### config.mk
export PLATFORM = sky130hd
export DESIGN_NAME = bcd_to_binary_converter
export DESIGN_NICKNAME = d
export VERILOG_FILES = /design/src/rtl/bcd_to_binary_converter.sv
export SDC_FILE = /design/constraint.sdc
export NUM_CORES = 1
export LEC_CHECK = 0
export BUFFER_PORTS_ARGS = -buffer_cell sky130_fd_sc_hd__clkbuf_2
export CORE_ASPECT_RATIO = 1.25
export CORE_UTILIZATION = 55
export DETAILED_ROUTE_END_ITERATION = 8
export PLACE_DENSITY_LB_ADDON = 0.12
export SLEW_MARGIN = 20
export SYNTH_ARGS = -nofsm -noshare
export SYNTH_HDL_FRONTEND = slang
export SYNTH_SLANG_ARGS = --single-unit
export TNS_END_PERCENT = 1
### constraint.sdc
create_clock -name clk -period 1.8 [get_ports clk]
set_input_delay 0.09 -clock clk [delete_from_list [all_inputs] [get_ports clk]]
set_output_delay 0.09 -clock clk [all_outputs]
set_load 0.02 [all_outputs]
### src/rtl/bcd_to_binary_converter.sv
`default_nettype none
// ============================================================================
// Module      : bcd_to_binary_converter
// Description : Sequential packed-BCD to unsigned binary converter using
//               reverse double-dabble: one right shift plus a subtract-3
//               correction of every BCD field per clock, OUT_W iterations.
// Ports       :
//   clk      in   system clock, rising edge
//   reset    in   synchronous active-high reset
//   start    in   conversion request, sampled only while idle
//   bcd_in   in   packed BCD, digit 0 (units) in bits [3:0]
//   busy     out  high while a conversion is running
//   done     out  one-cycle pulse when bin_out / err are updated
//   err      out  set with done when an input digit was > 9
//   bin_out  out  converted binary value, held until next good conversion
// Revision    : 1.0  initial release
// ============================================================================
module bcd_to_binary_converter #(
   parameter int DIGITS = 4,
   parameter int OUT_W  = 14
) (
   input  logic                  clk,
   input  logic                  reset,
   input  logic                  start,
   input  logic [4*DIGITS-1:0]   bcd_in,
   output logic                  busy,
   output logic                  done,
   output logic                  err,
   output logic [OUT_W-1:0]      bin_out
);

   localparam int c_BCD_W  = 4 * DIGITS;
   localparam int c_WORK_W = c_BCD_W + OUT_W;
   localparam int c_CNT_W  = $clog2(OUT_W + 1);
   localparam logic [c_CNT_W-1:0] c_COUNT_INIT = c_CNT_W'(OUT_W);
   localparam logic [c_CNT_W-1:0] c_COUNT_LAST = c_CNT_W'(1);

   typedef enum logic [1:0] {
      S_IDLE = 2'd0,
      S_CONV = 2'd1,
      S_FIN  = 2'd2
   } state_t;

   state_t                r_state;
   logic [c_WORK_W-1:0]   r_work;
   logic [c_CNT_W-1:0]    r_count;
   logic                  r_busy;
   logic                  r_done;
   logic                  r_err;
   logic [OUT_W-1:0]      r_bin;

   state_t                w_state_nx;
   logic [c_WORK_W-1:0]   w_work_nx;
   logic [c_CNT_W-1:0]    w_count_nx;
   logic                  w_busy_nx;
   logic                  w_done_nx;
   logic                  w_err_nx;
   logic [OUT_W-1:0]      w_bin_nx;

   logic [c_WORK_W-1:0]   w_shifted;
   logic [c_WORK_W-1:0]   w_corrected;
   logic [DIGITS-1:0]     w_digit_bad;
   logic                  w_any_bad;

   // One iteration: the BCD field and the binary field shift right together,
   // so the LSB of each decimal digit moves into the binary accumulator.
   assign w_shifted = r_work >> 1;
   assign w_corrected[OUT_W-1:0] = w_shifted[OUT_W-1:0];

   // A digit that reads >= 8 after the shift received a borrowed "ten" from
   // the digit above worth 8 instead of 5; subtracting 3 restores it. The
   // field can only hold 8..12 here, so the subtraction never underflows.
   generate
      for (genvar k = 0; k < DIGITS; k++) begin : g_digit
         logic [3:0] w_field;
         assign w_field = w_shifted[OUT_W + 4*k +: 4];
         assign w_corrected[OUT_W + 4*k +: 4] =
            (w_field >= 4'd8) ? (w_field - 4'd3) : w_field;
         assign w_digit_bad[k] = (bcd_in[4*k +: 4] > 4'd9);
      end
   endgenerate

   assign w_any_bad = |w_digit_bad;

   // State and datapath registers
   always_ff @(posedge clk) begin
      if (reset) begin
         r_state <= S_IDLE;
         r_work  <= '0;
         r_count <= '0;
         r_busy  <= 1'b0;
         r_done  <= 1'b0;
         r_err   <= 1'b0;
         r_bin   <= '0;
      end else begin
         r_state <= w_state_nx;
         r_work  <= w_work_nx;
         r_count <= w_count_nx;
         r_busy  <= w_busy_nx;
         r_done  <= w_done_nx;
         r_err   <= w_err_nx;
         r_bin   <= w_bin_nx;
      end
   end

   // Next-state and next-output logic
   always_comb begin
      w_state_nx = r_state;
      w_work_nx  = r_work;
      w_count_nx = r_count;
      w_busy_nx  = r_busy;
      w_done_nx  = 1'b0;
      w_err_nx   = r_err;
      w_bin_nx   = r_bin;

      case (r_state)
         S_IDLE: begin
            if (start) begin
               if (w_any_bad) begin
                  // Rejected request: report through done/err, keep result.
                  w_err_nx  = 1'b1;
                  w_done_nx = 1'b1;
               end else begin
                  w_work_nx  = {bcd_in, {OUT_W{1'b0}}};
                  w_count_nx = c_COUNT_INIT;
                  w_err_nx   = 1'b0;
                  w_busy_nx  = 1'b1;
                  w_state_nx = S_CONV;
               end
            end
         end

         S_CONV: begin
            w_work_nx  = w_corrected;
            w_count_nx = r_count - c_COUNT_LAST;
            if (r_count == c_COUNT_LAST) begin
               w_bin_nx   = w_corrected[OUT_W-1:0];
               w_done_nx  = 1'b1;
               w_busy_nx  = 1'b0;
               w_state_nx = S_FIN;
            end
         end

         S_FIN: begin
            w_state_nx = S_IDLE;
         end

         default: begin
            w_state_nx = S_IDLE;
         end
      endcase
   end

   assign busy    = r_busy;
   assign done    = r_done;
   assign err     = r_err;
   assign bin_out = r_bin;

endmodule
`default_nettype wire

==> metrics <==
status=complete, no violations; final hold vios=0; Initial Util=57.4%; Ports=36; dpl hpwl=between 3000 and 4000 um; max_cap viols=0; Final Worst Setup Slack=about 0.12 ns; Die ar.=0.00451 sq mm; Register Area=0.00104 sq mm; pwr/cell area=approximately 870 mW/mm^2; die span in y=between 70 and 80 um; 1st-iter DRT viols=approximately 120; CP Max Fanout=16; Synth area leaders=dfxtp_1, nand2_1, a22o_1; Max Fclk=0.597 GHz; Worst path slowest cell=or2_2; number of clock sinks=52; Pwr Total=roughly 2.3 mW; clk_skew=roughly 0.0043 ns; Clock Path Buffers=2; CTS tree=yes; Rel. slew slack=a little over two fifths; Yosys reg bits=52; Post-Syn Nets=between 200 and 300; Syn. warnings=0; Hold Buf Count CTS=0; H-tree levels=2; CP Capture Type=flip-flop; postcts setup bufs=0; Worst-path clk slew=~0.090 ns; first-pass GRT wire length=7800 um; Req. time, crit path=roughly 2 ns; RePlAce Congestion=0.828; GRT Resource Usage Total=22.8%; std cell rows=26; Total Wirelength=4620 um; fin crit share=~93%; Yosys top cell by area=dfxtp_1; layout cells sized above 1=around 20%; setup tns final=0 ns; count of final setup violators=0; DRC Markers=0; crit-path cells=inv_1, ha_1, or3b_1, or2_2, nand2_1, a21oi_1; initial antenna violation count=0; Root Driver=clkbuf_8; Detail Route Antenna Nets=0; diodes inserted=0; total leakage power=1.05 nW; fill cell count=383; Worst Tran Pin Value=0.840 ns; Core ar.=around 0.0041 sq mm; Pre-Repair DR Iteration Count=4; CP Launch Type=flip-flop; Hold Slack=around 0.032 ns; min Tclk post-route=around 1.7 ns; final core occ=65.6%; VDD IR-drop max=0.525 mV; HP Class=primary input to flip-flop; GRT overflow=0; Nets=about 320; crit path DAT=about 1.9 ns; post-placement setup slack=0.0570 ns; largest net degree at the start of global routing=19; width of the die=between 60 and 70 um; RSZ-0062 raised after global routing=no; fin. max-slew vios=0; Mapped Cells=between 200 and 300; Post-Syn Area per Cell=8.92 sq um; clk_lat worst skew=0.30 ns; routed via count=1,941; Max stage delay on crit path=approximately 0.44 ns; Inserted Clock Buffers=5; distinct cell type count after synthesis=41; CP Class=flip-flop to flip-flop; per-cell routed wire length=between 10 and 15 um; synthesis-to-layout area growth=14.1%; Vias/cell=roughly 5.5; vias in the first global route=approximately 1,800; Post-Syn Area=~0.0023 sq mm; Port Buffers=35; top-area cell type share of the netlist area=approximately 45%; sequential fraction of the synthesis area=approximately 45%; area taken by multi-input logic gates=0.00114 sq mm
-- worst max-delay path: cells and delay by family, from the launching register on --
| family | cells | cell delay, ns |
|---|---|---|
| simple gates | 3 | 0.96 |
| flops | 1 | 0.32 |
| fa+ha+maj | 1 | 0.14 |
| buf+inv | 1 | 0.09 |
| compound gates | 1 | 0.07 |
-- worst paths after layout --
| path | from | endpoint | slack, ns | cells after the start |
|---|---|---|---|---|
| setup reg to reg | r_count[1] | bin_out[10] | 0.12 | 6 |
| hold / removal | bcd_in[11] | r_work[25] | 0.03 | 3 |
| hold reg to reg | bin_out[3] | bin_out[3] | 0.46 | 2 |
| setup / recovery | r_count[1] | bin_out[10] | 0.12 | 6 |
-- kinds of logic after synthesis --
family | after synthesis | share of synthesized area (%)
compound gates | 80 | 23.7
buf+inv | 29 | 6.53
flops | 52 | 44.6
simple gates | 79 | 15.2
mux | 8 | 3.54
xor+xnor | 6 | 2.25
fa+ha+maj | 8 | 4.29
-- where the power goes --
| group | internal [mW] | switching, mW | leakage (nW) |
|---|---|---|---|
| clock | 0.455 | 0.379 | 0.0614 |
| combinational | 0.109 | 0.147 | 0.570 |
| sequential | 1.19 | 0.0375 | 0.421 |
| total | 1.75 | 0.564 | 1.05 |
-- final cells by class --
class                   count  area share (%)
clock inverters             2            1.45
multi-input cells         181            42.8
repair buffers             45            9.39
clock buffers               6            3.10
flip-flops and latches     52            39.0
well taps                  56            2.63
inverters                  11            1.55
-- placed cells by master, fill, tap and decap left out, types with 2 or more instances in the layout --
master | Yosys | layout
dfxtp_1 | 52 | 52
nand2_1 | 48 | 48
clkbuf_2 | 0 | 35
a21oi_1 | 21 | 21
a22o_1 | 13 | 13
o21ai_0 | 12 | 12
inv_1 | 11 | 11
buf_4 | 3 | 10
o211ai_1 | 8 | 8
ha_1 | 8 | 8
nor2_1 | 7 | 7
xnor2_1 | 6 | 6
mux2i_1 | 6 | 6
clkbuf_8 | 0 | 6
nand2b_1 | 5 | 5
a311oi_1 | 5 | 5
nand3_1 | 5 | 5
a31oi_1 | 5 | 5
nor3_1 | 4 | 4
o21ai_1 | 3 | 3
a211oi_1 | 3 | 3
mux2_2 | 2 | 2
nand3b_1 | 2 | 2
a221oi_1 | 2 | 2
a21o_1 | 2 | 2
-- Yosys cell counts --
| cell type | instances |
|---|---|
| dfxtp_1 | 52 |
| nand2_1 | 48 |
| a21oi_1 | 21 |
| a22o_1 | 13 |
| o21ai_0 | 12 |
| inv_1 | 11 |
| buf_2 | 8 |
| ha_1 | 8 |
| o211ai_1 | 8 |
| nor2_1 | 7 |
| mux2i_1 | 6 |
| xnor2_1 | 6 |
| a311oi_1 | 5 |
| a31oi_1 | 5 |
| nand2b_1 | 5 |
| nand3_1 | 5 |
| nor3_1 | 4 |
| a211oi_1 | 3 |
| buf_4 | 3 |
| buf_6 | 3 |
| clkbuf_1 | 3 |
| o21ai_1 | 3 |
| a21o_1 | 2 |
| a221oi_1 | 2 |
| mux2_2 | 2 |
| nand3b_1 | 2 |
| a211oi_4 | 1 |
| a21oi_4 | 1 |
| a32o_1 | 1 |
| and2b_1 | 1 |
| and4_1 | 1 |
| buf_1 | 1 |
| nand4_1 | 1 |
| nor2_2 | 1 |
| nor2b_1 | 1 |
| nor4_1 | 1 |
| o21a_1 | 1 |
| o22ai_1 | 1 |
| o32ai_1 | 1 |
| or2_1 | 1 |
| or3b_1 | 1 |
-- flip-flops by register name, summed over array words and instances (netlist names) --
| signal | flops |
|---|---|
| r_work | 29 |
| bin_out | 14 |
| r_count | 4 |
| r_state | 2 |
| busy | 1 |
| done | 1 |
| err | 1 |
-- metrics by stage --
step | instances | area [sq um]
floorplan | 262 | 2340
global placement | 345 | 2540
detailed placement | 345 | 2540
CTS | 353 | 2670
global route | 353 | 2670
finish | 353 | 2670
-- layer usage --
layer  global-route usage [%]  part of all wire [%]
met1                     28.3                    45
met3                     4.30                   3.8
met2                     40.0                    50
met5                        0                     0
met4                     5.94                   1.0
-- what timing repair did --
action	in CTS	in global routing
hold endpoints to repair	0	0
resized for setup	0	1
setup endpoints to repair	0	15
(Power assumes the default switching activity.)
